### config.mk
export PLATFORM = sky130hd
export DESIGN_NAME = argmax_stream
export DESIGN_NICKNAME = d
export VERILOG_FILES = /design/src/rtl/argmax_stream.sv
export SDC_FILE = /design/constraint.sdc
export NUM_CORES = 1
export LEC_CHECK = 0
export ABC_AREA = 1
export ABC_CLOCK_PERIOD_IN_PS = 2580
export CORE_ASPECT_RATIO = 1.2
export CORE_MARGIN = 10
export CORE_UTILIZATION = 25
export CTS_BUF_LIST = sky130_fd_sc_hd__clkbuf_16
export CTS_CLUSTER_SIZE = 16
export DETAILED_ROUTE_END_ITERATION = 6
export HOLD_SLACK_MARGIN = 0.05
export PLACE_DENSITY = 0.56
export SYNTH_ARGS = -nofsm -noshare
export SYNTH_HDL_FRONTEND = slang
export SYNTH_SLANG_ARGS = --single-unit
### constraint.sdc
create_clock -name clk -period 2.58 [get_ports clk]
set_input_delay 0.258 -clock clk [delete_from_list [all_inputs] [get_ports clk]]
set_output_delay 0.258 -clock clk [all_outputs]
set_load 0.05 [all_outputs]
### src/rtl/argmax_stream.sv
// Purpose : streaming argmax over LAYER_SZ signed activations, LANES values per beat.
// Latency : out_valid rises the cycle after the last beat is accepted (BEATS+1 cycles/vector).
// Backpress: in_ready drops while a result is held; the result is held until out_ready.
// Ports   : clk/rst (sync, active-high); in_valid/in_ready/in_data input beats,
//           lane j = in_data[j*SIZE +: SIZE] is class beat*LANES+j;
//           out_valid/out_ready/class_out/max_out result (class_out all ones = no class).
module argmax_stream #(
    parameter int SIZE     = 16,
    parameter int LAYER_SZ = 2,
    parameter int LANES    = 1
) (
    input  logic                  clk,
    input  logic                  rst,
    input  logic                  in_valid,
    output logic                  in_ready,
    input  logic [LANES*SIZE-1:0] in_data,
    output logic                  out_valid,
    input  logic                  out_ready,
    output logic [SIZE-1:0]       class_out,
    output logic [SIZE-1:0]       max_out
);
    localparam int BEATS = LAYER_SZ / LANES;
    localparam int IW    = (LAYER_SZ > 1) ? $clog2(LAYER_SZ) : 1;
    localparam int CW    = (BEATS > 1) ? $clog2(BEATS) : 1;

    localparam logic [0:0] ST_ACCUM = 1'b0;
    localparam logic [0:0] ST_DONE  = 1'b1;

    localparam logic [SIZE-1:0] SIZE_MIN = {1'b1, {(SIZE-1){1'b0}}};

    logic [0:0]             state_q, state_d;
    logic [CW-1:0]          cnt_q, cnt_d;
    logic signed [SIZE-1:0] max_q, max_d;
    logic [IW-1:0]          idx_q, idx_d;
    // The IW-bit index can legally be all ones (e.g. class 3 of 4), so a
    // separate flag records whether any lane has won yet; it selects between
    // the zero-extended index and the SIZE-wide all-ones sentinel.
    logic                   hit_q, hit_d;
    logic [SIZE-1:0]        class_q, class_d;
    logic [SIZE-1:0]        maxo_q, maxo_d;

    // Per-beat lane scan result (running max folded with this beat's lanes).
    logic signed [SIZE-1:0] beat_max;
    logic [IW-1:0]          beat_idx;
    logic                   beat_hit;
    logic [SIZE-1:0]        lane_val;
    logic [31:0]            lane_idx;

    logic accept;
    logic last_beat;

    assign in_ready  = (state_q == ST_ACCUM);
    assign out_valid = (state_q == ST_DONE);
    assign class_out = class_q;
    assign max_out   = maxo_q;

    assign accept    = in_valid && in_ready;
    assign last_beat = (cnt_q == CW'(BEATS - 1));

    // Ascending lane order with a strict '>' keeps the lowest index on ties,
    // both within a beat and against earlier beats.
    always_comb begin
        beat_max = max_q;
        beat_idx = idx_q;
        beat_hit = hit_q;
        lane_val = '0;
        lane_idx = '0;
        for (int j = 0; j < LANES; j++) begin
            lane_val = in_data[j*SIZE +: SIZE];
            lane_idx = 32'(cnt_q) * 32'(LANES) + 32'(j);
            if ($signed(lane_val) > beat_max) begin
                beat_max = $signed(lane_val);
                beat_idx = lane_idx[IW-1:0];
                beat_hit = 1'b1;
            end
        end
    end

    always_comb begin
        state_d = state_q;
        cnt_d   = cnt_q;
        max_d   = max_q;
        idx_d   = idx_q;
        hit_d   = hit_q;
        class_d = class_q;
        maxo_d  = maxo_q;
        case (state_q)
            ST_ACCUM: begin
                if (accept) begin
                    max_d = beat_max;
                    idx_d = beat_idx;
                    hit_d = beat_hit;
                    if (last_beat) begin
                        cnt_d   = '0;
                        class_d = beat_hit ? SIZE'(beat_idx) : '1;
                        maxo_d  = beat_max;
                        state_d = ST_DONE;
                    end else begin
                        cnt_d = cnt_q + CW'(1);
                    end
                end
            end
            default: begin
                // Result stays registered after release; only the running
                // scan is re-armed so no stale max leaks into the next vector.
                if (out_ready) begin
                    state_d = ST_ACCUM;
                    max_d   = $signed(SIZE_MIN);
                    idx_d   = '1;
                    hit_d   = 1'b0;
                end
            end
        endcase
    end

    always_ff @(posedge clk) begin
        if (rst) begin
            state_q <= ST_ACCUM;
            cnt_q   <= '0;
            max_q   <= $signed(SIZE_MIN);
            idx_q   <= '1;
            hit_q   <= 1'b0;
            class_q <= '1;
            maxo_q  <= SIZE_MIN;
        end else begin
            state_q <= state_d;
            cnt_q   <= cnt_d;
            max_q   <= max_d;
            idx_q   <= idx_d;
            hit_q   <= hit_d;
            class_q <= class_d;
            maxo_q  <= maxo_d;
        end
    end

endmodule
==> results of run 1 <==
layout make-up:
class	instances	area, um2	share of cell area [%]
inverters	47	176	5.77
clock inverters	3	12.5	0.410
repair buffers	60	583	19.1
well taps	120	150	4.91
multi-input cells	206	1250	40.8
clock buffers	5	125	4.10
flip-flops and latches	38	761	24.9
logic make-up after synthesis:
kind of cell | after synthesis | share of synthesized area, %
adders and majority gates | 16 | 8.55
DFF | 38 | 32.5
buffers and inverters | 71 | 14.3
and+or+nand+nor | 161 | 36.7
AOI/OAI and AO/OA | 29 | 8.01
final timing paths:
check / endpoint / slack, ns / cells past startpoint
max: max_q[10] / 0.38 / 11
min reg2reg: max_out[9] / 0.45 / 2
max reg2reg: max_q[10] / 0.47 / 11
min: max_out[9] / 0.45 / 2
power groups by stage:
stage | combinational [mW] | clock [mW] | sequential (mW)
global route | 1.14 | 0.630 | 0.716
finish | 1.05 | 0.600 | 0.705
CTS | 1.05 | 0.610 | 0.706
global placement | 1.04 | 0 | 0.716
detailed placement | 1.05 | 0 | 0.717
floorplan | 0.735 | 0 | 0.802
synthesized netlist by cell type:
| cell type | number |
|---|---|
| nand2_1 | 80 |
| inv_1 | 45 |
| dfxtp_1 | 38 |
| nand3_1 | 28 |
| nand4_1 | 18 |
| ha_1 | 16 |
| buf_4 | 14 |
| a21oi_1 | 13 |
| nand3_2 | 11 |
| a21oi_2 | 10 |
| nand2_4 | 9 |
| nor2_1 | 8 |
| clkbuf_1 | 6 |
| nand2_2 | 4 |
| buf_2 | 3 |
| o21ai_0 | 3 |
| a21o_1 | 1 |
| buf_8 | 1 |
| clkinv_1 | 1 |
| inv_2 | 1 |
| nand3_4 | 1 |
| nor2_2 | 1 |
| nor3_4 | 1 |
| o21a_1 | 1 |
| o21ai_1 | 1 |
flip-flops by register name, summed over array words and instances (netlist names):
signal / flops
class_out: 2
hit_q: 1
idx_q: 1
max_out: 16
out_valid: 1
max_q: 16
cnt_q: 1
critical path, delay by kind of cell:
| family | cells | cell delay (ns) |
|---|---|---|
| AO/OA/AOI/OAI | 4 | 0.52 |
| buffers and inverters | 2 | 0.76 |
| AND/OR/NAND/NOR | 4 | 0.44 |
| adder cells (fa/ha/maj) | 1 | 0.39 |
through the flow:
step | instances | worst slack (ns) | utilization, %
2_1_floorplan | 315 | 0.622 | -
3_3_place_gp | 471 | 0.120 | 32.1
3_5_place_dp | 471 | 0.0849 | 32.1
4_1_cts | 479 | 0.379 | 33.6
5_1_grt | 479 | 0.176 | 33.6
6_report | 479 | 0.381 | 33.6
per-layer routing:
metal,up-vias,global-route usage (%),wire (um)
met3,4,3.01,543
met5,-,0,0
met4,0,2.80,57
met1,901,12.0,2960
li1,1089,-,-
met2,62,14.2,2840
==> impl_metrics.env, run 1 <==
export IMPL_status="finished clean"
export IMPL_gp_congestion=0.810
export IMPL_endpoint_kind="flip-flop"
export IMPL_netlist_area_um2=2340
export IMPL_crit_path_cell_trace="clkdlybuf4s50_1 -> ha_1 -> a21oi_1 -> o21ai_1 -> a21oi_2 -> nand3_2 -> nand3_4 -> buf_4 -> nand2_4 -> nand3_2 -> a21oi_2"
export IMPL_ys_ff_latch=38
export IMPL_maxSlewHeadroom_pct=58.7
export IMPL_area_growth_pct=30.4
export IMPL_p_seq_share_pct=30.0
export IMPL_cts_buffers=5
export IMPL_drt_wirelength_per_cell_um=13.4
export IMPL_arrival_ns=2.37
export IMPL_hpwl_um=4650
export IMPL_clkTransAtPathRegs_ns=0.06
export IMPL_ios=54
export IMPL_crit_start="in_data[15]"
export IMPL_totalWireLength_um=6400
export IMPL_dr_pass1_iters=4
export IMPL_power_density_nw_per_um2=769
export IMPL_slowest_stage="clkdlybuf4s50_1"
export IMPL_synth_area_leaders="dfxtp_1 32%, nand2_1 13%, ha_1 8.5%"
export IMPL_grt_pass1_vias=2046
export IMPL_drive_gt1_share_pct=14.2
export IMPL_setup_tns_ns=0
export IMPL_swShare_pct=42.0
export IMPL_path_max_fanout=10
export IMPL_power_share_combinational_pct=44.5
export IMPL_fin_skew_ns=0.00620
export IMPL_critPathLaunchType="input pin"
export IMPL_synth_distinct_cells=25
export IMPL_maxCapViolations=0
export IMPL_cts_buffer_depth=2
export IMPL_finalHoldViolations=0
export IMPL_final_min_clock_period_ns=2.20
export IMPL_rsz0062_at_grt="no"
export IMPL_ir_worst_vdd_uv=344
export IMPL_htree_num_levels=2
export IMPL_cts_root_buf="clkbuf_16"
export IMPL_num_antenna_cells=0
export IMPL_p_total_mw=2.35
export IMPL_ys_seq_area_share_pct=32.5
export IMPL_design_area_um2=3060
export IMPL_cts_hold_buf=0
export IMPL_rows=38
export IMPL_netlist_area_leader_share_pct=32.5
export IMPL_period_share_pct=85.2
export IMPL_grt_max_degree=18
export IMPL_slowest_delay_ns=0.45
export IMPL_critPathRequiredTime_ns=2.75
export IMPL_grt_usage_pct=9.27
export IMPL_syn_inst=315
export IMPL_p_switching_uw=988
export IMPL_nFillCells=963
export IMPL_final_nets=394
export IMPL_fp_dieW_um=108
export IMPL_max_freq_ghz=0.455
export IMPL_fin_hold_ws_ns=0.450
export IMPL_insertion_delay_ns=0.28
export IMPL_grt_antenna_before_repair=0
export IMPL_vias_per_cell=4.29
export IMPL_setup_viol=0
export IMPL_initial_core_util_pct=25.8
export IMPL_hp_class="reg -> reg"
export IMPL_drtIter0Drc=124
export IMPL_rr_startpoint="max_q[11]"
export IMPL_p_int_mw=1.36
export IMPL_ant_nets=0
export IMPL_vias=2056
export IMPL_final_cell_mix="80 x nand2_1, 53 x clkdlybuf4s50_1, 46 x inv_1"
export IMPL_synth_nets=351
export IMPL_port_buffers=53
export IMPL_layout_commonest_cell="nand2_1"
export IMPL_slew_violations=0
export IMPL_worstMarginPinSlew_ns=0.618
export IMPL_grt_pass1_wl_um=10400
export IMPL_post_cts_setup_buffers=0
export IMPL_power_share_clock_pct=25.5
export IMPL_grt_overflow=0
export IMPL_min_from="max_out[9]"
export IMPL_cts_tree="built"
export IMPL_numClockSinks=38
export IMPL_dieHeight_um=126
export IMPL_yosys_area_top_type="dfxtp_1"
export IMPL_route_detailed_drc=0
export IMPL_dieArea_um2=13700
export IMPL_yosys_warnings=0
export IMPL_cts_resized=0
export IMPL_avgSynthCellArea_um2=7.44
export IMPL_core_area_um2=9080
export IMPL_p_leak_nw=1.38
export IMPL_dpl_cell_area_um2=2920
export IMPL_critPathKind="in -> reg"
Note: power is estimated with default switching activity, not from simulation.
==> run 2: changes to the inputs <==
--- a/config.mk
+++ b/config.mk
@@ -6,7 +6,8 @@
 export NUM_CORES = 1
 export LEC_CHECK = 0
 export ABC_AREA = 1
-export ABC_CLOCK_PERIOD_IN_PS = 2580
+export ABC_CLOCK_PERIOD_IN_PS = 2800
+export CAP_MARGIN = 30
 export CORE_ASPECT_RATIO = 1.2
 export CORE_MARGIN = 10
 export CORE_UTILIZATION = 25
==> constraint.sdc (replaced) <==
create_clock -name clk -period 2.8 [get_ports clk]
set_input_delay 0.28 -clock clk [delete_from_list [all_inputs] [get_ports clk]]
set_output_delay 0.28 -clock clk [all_outputs]
set_load 0.05 [all_outputs]
==> run 2 against run 1 <==
Against the previous run: clock power fell by 9.0%; combinational power fell by 9%; design area rose by 0.12%; wire length fell by 0.84%; worst setup slack improved by 0.16 ns; die area did not move; global-route usage fell by 0.26 points; critical path depth rose by 1; count of clock-buffer cells in the layout did not move; register-to-register slack improved by 0.20 ns; clock skew rose by 0.0016 ns; cell count did not move; largest cell class unchanged.
==> impl_metrics.env, run 2 (synthesis gave the netlist of run 1 again) <==
export IMPL_maxSlewHeadroom_pct=60.7
export IMPL_critPathLaunchType="input pin"
export IMPL_final_cell_mix="80 x nand2_1, 53 x clkdlybuf4s50_1, 45 x inv_1"
export IMPL_rr_startpoint="max_q[15]"
export IMPL_vias=2072
export IMPL_critPathKind="in -> reg"
export IMPL_cts_resized=0
export IMPL_dieArea_um2=13700
export IMPL_cts_buffers=5
export IMPL_route_detailed_drc=0
export IMPL_nFillCells=934
export IMPL_setup_viol=0
export IMPL_numClockSinks=38
export IMPL_grt_usage_pct=9.00
export IMPL_r2r_setup_slack_ns=0.67
export IMPL_clkTransAtPathRegs_ns=0.06
export IMPL_reg2reg_to="max_q[11]"
export IMPL_area_growth_pct=30.6
export IMPL_grt_pass1_vias=1975
export IMPL_cts_hold_buf=0
export IMPL_ant_nets=0
export IMPL_grt_max_degree=18
export IMPL_finalCoreUtilization_pct=33.7
export IMPL_vias_per_cell=4.33
export IMPL_slew_violations=0
export IMPL_regArea_um2=761
export IMPL_grt_overflow=0
export IMPL_final_min_clock_period_ns=2.25
export IMPL_grt_pass1_wl_um=10000
export IMPL_htree_num_levels=2
export IMPL_endpoint_kind="flip-flop"
export IMPL_worstMarginPinSlew_ns=0.589
export IMPL_cts_buffer_depth=2
export IMPL_totalWireLength_um=6340
export IMPL_hold_depth=2
export IMPL_status="finished clean"
export IMPL_hp_class="reg -> reg"
export IMPL_port_buffers=53
export IMPL_path_max_fanout=12
export IMPL_fin_hold_ws_ns=0.451
export IMPL_critPathRequiredTime_ns=3.01
export IMPL_rows=38
export IMPL_p_leak_nw=1.37
export IMPL_max_freq_ghz=0.444
export IMPL_preCtsSetupSlack_ns=0.251
export IMPL_crit_start="in_data[15]"
export IMPL_power_density_nw_per_um2=704
export IMPL_insertion_delay_ns=0.28
export IMPL_drive_gt1_share_pct=14.5
export IMPL_cts_tree="built"
export IMPL_final_setup_worst_slack_ns=0.546
export IMPL_hpwl_um=4690
export IMPL_ir_worst_vdd_uv=298
export IMPL_gp_congestion=0.819
export IMPL_dieHeight_um=126
export IMPL_period_share_pct=80.5
export IMPL_rsz0062_at_grt="no"
export IMPL_core_area_um2=9080
export IMPL_arrival_ns=2.46
export IMPL_drtIter0Drc=62
export IMPL_finalHoldViolations=0
export IMPL_p_total_mw=2.15
export IMPL_multiInputGateArea_um2=1250
export IMPL_cts_root_buf="clkbuf_16"
export IMPL_layout_commonest_cell="nand2_1"
export IMPL_initial_core_util_pct=25.8
export IMPL_maxCapViolations=0
export IMPL_drt_wirelength_per_cell_um=13.2
export IMPL_rr_worst_depth=12
export IMPL_grt_antenna_before_repair=0
export IMPL_dr_pass1_iters=5
export IMPL_fp_dieW_um=108
export IMPL_final_nets=394
export IMPL_endpoint="max_q[11]"
export IMPL_fin_skew_ns=0.00783
export IMPL_ios=54
export IMPL_setup_tns_ns=0
export IMPL_num_antenna_cells=0
export IMPL_post_cts_setup_buffers=0
run 2: changes by cell type in the layout (fill, tap and decap cells not counted):
cell and delta:
inv_1 -1, clkinvlp_4 +1
run 2: final cells by class:
class	instances	area share, %
clock buffer	5	4.09
inverter	47	5.77
sequential	38	24.9
tap	120	4.91
clock inverter	3	0.532
timing repair buffer	60	19.1
multi-input combinational	206	40.8
run 2: where the power goes:
group / total (mW) / switching (mW) / internal (mW) / leakage [nW]
Sequential: 0.650 / 0.0411 / 0.609 / 0.311
Clock: 0.546 / 0.221 / 0.325 / 0.0672
Combinational: 0.959 / 0.636 / 0.324 / 0.995
Total: 2.15 / 0.898 / 1.26 / 1.37
run 2: worst min-delay path by stage:
stage	from	to
floorplan	out_ready	idx_q
global placement	max_out[8]	max_out[8]
detailed placement	max_out[3]	max_out[3]
CTS	max_out[3]	max_out[3]
global route	max_out[1]	max_out[1]
finish	max_out[4]	max_out[4]
run 2: critical path, stage by stage:
cell and delay [ns]:
clkdlybuf4s50_1 0.45, ha_1 0.39, a21oi_1 0.21, o21ai_1 0.10, a21oi_2 0.15, nand2_1 0.08
nand2_2 0.08, nand3_4 0.18, buf_4 0.27, nand2_4 0.07, nand3_2 0.06, a21oi_2 0.13
run 2: per-stage QoR:
| stage | cell area, um2 | instances |
|---|---|---|
| 3_5_place_dp | 2920 | 471 |
| 5_1_grt | 3060 | 479 |
| 3_3_place_gp | 2920 | 471 |
| 4_1_cts | 3060 | 479 |
| 2_1_floorplan | 2340 | 315 |
| 6_report | 3060 | 479 |
run 2: routing by layer:
| layer | global-route usage (%) | up-vias | routed length [um] |
|---|---|---|---|
| met5 | 0 | - | 0 |
| li1 | - | 1101 | - |
| met4 | 2.10 | 0 | 43 |
| met1 | 11.8 | 913 | 2930 |
| met2 | 13.9 | 53 | 2840 |
| met3 | 2.96 | 5 | 527 |
==> run 3: changes to the inputs <==
--- a/config.mk
+++ b/config.mk
@@ -6,7 +6,7 @@
 export NUM_CORES = 1
 export LEC_CHECK = 0
 export ABC_AREA = 1
-export ABC_CLOCK_PERIOD_IN_PS = 2800
+export ABC_CLOCK_PERIOD_IN_PS = 2000
 export CAP_MARGIN = 30
 export CORE_ASPECT_RATIO = 1.2
 export CORE_MARGIN = 10
@@ -15,7 +15,7 @@
 export CTS_CLUSTER_SIZE = 16
 export DETAILED_ROUTE_END_ITERATION = 6
 export HOLD_SLACK_MARGIN = 0.05
-export PLACE_DENSITY = 0.56
+export PLACE_DENSITY = 0.57
 export SYNTH_ARGS = -nofsm -noshare
 export SYNTH_HDL_FRONTEND = slang
 export SYNTH_SLANG_ARGS = --single-unit
==> constraint.sdc (replaced) <==
create_clock -name clk -period 2 [get_ports clk]
set_input_delay 0.2 -clock clk [delete_from_list [all_inputs] [get_ports clk]]
set_output_delay 0.2 -clock clk [all_outputs]
set_load 0.05 [all_outputs]
==> run 3 against run 2 <==
Against the previous run: sequential cell count stayed put; worst hold slack got worse by 0.025 ns; core utilization grew 4.7 points; count of clock-buffer cells in the layout did not move; wire length rose by 6.9%; global-route usage rose by 0.27 points; via count grew 6.8%; worst setup slack worse by 0.53 ns; combinational power grew 74%; sequential share of layout area shrank 2.7 points; critical path type unchanged; largest power group unchanged.
==> impl_metrics.env, run 3 (synthesis gave the netlist of run 1 again) <==
export IMPL_fin_skew_ns=0.00677
export IMPL_grt_pass1_wl_um=10400
export IMPL_min_from="in_data[11]"
export IMPL_grt_overflow=0
export IMPL_slew_violations=0
export IMPL_final_min_clock_period_ns=1.99
export IMPL_clkTransAtPathRegs_ns=0.06
export IMPL_cts_hold_buf=0
export IMPL_power_share_combinational_pct=49.8
export IMPL_power_share_clock_pct=22.5
export IMPL_p_int_mw=1.95
export IMPL_ir_worst_vdd_uv=329
export IMPL_cts_tree="built"
export IMPL_port_buffers=53
export IMPL_regArea_um2=772
export IMPL_critPathBufInv=2
export IMPL_num_antenna_cells=0
export IMPL_rows=38
export IMPL_rr_worst_depth=12
export IMPL_hp_class="in -> reg"
export IMPL_numClockSinks=38
export IMPL_vias=2212
export IMPL_fp_dieW_um=108
export IMPL_grt_antenna_before_repair=0
export IMPL_finalHoldViolations=0
export IMPL_dpl_cell_area_um2=2990
export IMPL_hpwl_um=4850
export IMPL_drt_met1_wl_um=2960
export IMPL_htree_num_levels=2
export IMPL_grt_usage_pct=9.28
export IMPL_crit_start="in_data[15]"
export IMPL_cts_buffers=5
export IMPL_dr_pass1_iters=4
export IMPL_dr_max_layer_used="met4"
export IMPL_p_total_mw=3.34
export IMPL_hold_end="max_out[11]"
export IMPL_slowest_stage="clkdlybuf4s50_1"
export IMPL_status="finished clean"
export IMPL_grt_max_degree=18
export IMPL_area_growth_pct=48.9
export IMPL_endpoint_kind="flip-flop"
export IMPL_met2_length_um=3220
export IMPL_slowest_delay_ns=0.54
export IMPL_dieArea_um2=13700
export IMPL_final_nets=414
export IMPL_swShare_pct=41.7
export IMPL_worstMarginPinSlew_ns=0.577
export IMPL_multiInputGateArea_um2=1510
export IMPL_route_detailed_drc=0
export IMPL_critPathRequiredTime_ns=2.21
export IMPL_reg2reg_to="max_q[6]"
export IMPL_wl_met3_um=525
export IMPL_critPathKind="in -> reg"
export IMPL_drt_wirelength_per_cell_um=13.6
export IMPL_max_freq_ghz=0.503
export IMPL_drtIter0Drc=71
export IMPL_insertion_delay_ns=0.28
export IMPL_arrival_ns=2.20
export IMPL_setup_viol=0
export IMPL_power_density_nw_per_um2=959
export IMPL_hold_depth=5
export IMPL_design_area_um2=3490
export IMPL_layout_commonest_cell="nand2_1"
export IMPL_period_share_pct=99.3
export IMPL_final_cell_mix="73 x nand2_1, 39 x buf_4, 35 x inv_1"
export IMPL_core_area_um2=9080
export IMPL_critPathLaunchType="input pin"
export IMPL_crit_path_cell_trace="clkdlybuf4s50_1 -> ha_4 -> a21oi_1 -> o21ai_1 -> a21oi_2 -> nand2_2 -> nand2_4 -> nand3_4 -> buf_12 -> nand2_4 -> nand3_2 -> a21oi_2"
export IMPL_maxSlewHeadroom_pct=61.5
export IMPL_initial_core_util_pct=25.8
export IMPL_grt_pass1_vias=2192
export IMPL_nFillCells=907
export IMPL_setup_tns_ns=0
export IMPL_dieHeight_um=126
export IMPL_ios=54
export IMPL_critical_path_top_delay_family="buffers and inverters"
export IMPL_cts_buffer_depth=2
export IMPL_ant_nets=0
export IMPL_r2r_setup_slack_ns=0.04
export IMPL_p_switching_mw=1.39
export IMPL_rsz0062_at_grt="yes"
export IMPL_drive_gt1_share_pct=37.8
export IMPL_p_leak_nw=1.58
export IMPL_cts_root_buf="clkbuf_16"
export IMPL_totalWireLength_um=6780
export IMPL_maxCapViolations=0
export IMPL_vias_per_cell=4.44
export IMPL_path_max_fanout=8
export IMPL_gp_congestion=0.792
export IMPL_p_seq_share_pct=27.7
export IMPL_rr_startpoint="max_q[9]"
export IMPL_fin_hold_ws_ns=0.426
==> run 3: changes by cell type in the layout (fill, tap and decap cells not counted), sizes merged <==
cell and delta:
buf +35, clkdlybuf4s50 -22, dlymetal6s2s +7, clkinvlp -1
==> run 3: worst reg2reg max path, delay by kind of cell (launching register included) <==
kind | cells | cell delay (ns)
AND/OR/NAND/NOR | 8 | 0.96
flip-flops | 1 | 0.35
adder cells (fa/ha/maj) | 1 | 0.26
buffers and inverters | 2 | 0.21
AO/OA/AOI/OAI | 1 | 0.05
==> run 3: timing repair <==
| item | CTS | global route |
|---|---|---|
| buffers inserted | 2 | 5 |
| gates resized for setup | 2 | 69 |
| pin swaps | 3 | 23 |
| endpoints found under the setup margin | 9 | 35 |
==> run 3: power by group through the flow <==
stage | combinational, mW | sequential, mW | clock [mW]
final | 1.67 | 0.925 | 0.754
after global routing | 1.80 | 0.939 | 0.790
after CTS | 1.47 | 0.914 | 0.768
after detailed placement | 1.43 | 0.928 | 0
after global placement | 1.41 | 0.925 | 0
after floorplan | 0.948 | 1.03 | 0
==> run 3: final cells by class <==
type	count	area share, %
clock buffers	5	3.59
clock inverters	2	0.287
inverters	47	5.20
multi-input cells	206	43.2
flip-flops and latches	38	22.1
well taps	120	4.31
repair buffers	80	21.3
==> run 3: how the worst max path moves through the flow <==
stage | end | cells past startpoint
floorplan | max_out[10] | 9
global placement | max_out[4] | 11
detailed placement | max_q[6] | 14
CTS | max_q[6] | 13
global route | max_q[14] | 12
finish | max_q[6] | 12
==> run 3: stage by stage <==
stage | cells | worst slack (ns) | utilization, %
after floorplan | 315 | 0.0416 | -
after global placement | 484 | -0.253 | 32.9
after detailed placement | 484 | -0.285 | 32.9
after CTS | 493 | 0.00459 | 34.7
after global routing | 498 | -0.114 | 38.4
final | 498 | 0.0137 | 38.4
==> run 3: layer usage <==
layer / up-vias / GRT usage [%]
met5: - / 0
met4: 0 / 2.02
met3: 7 / 3.72
met2: 52 / 15.1
met1: 1019 / 11.2
li1: 1134 / -
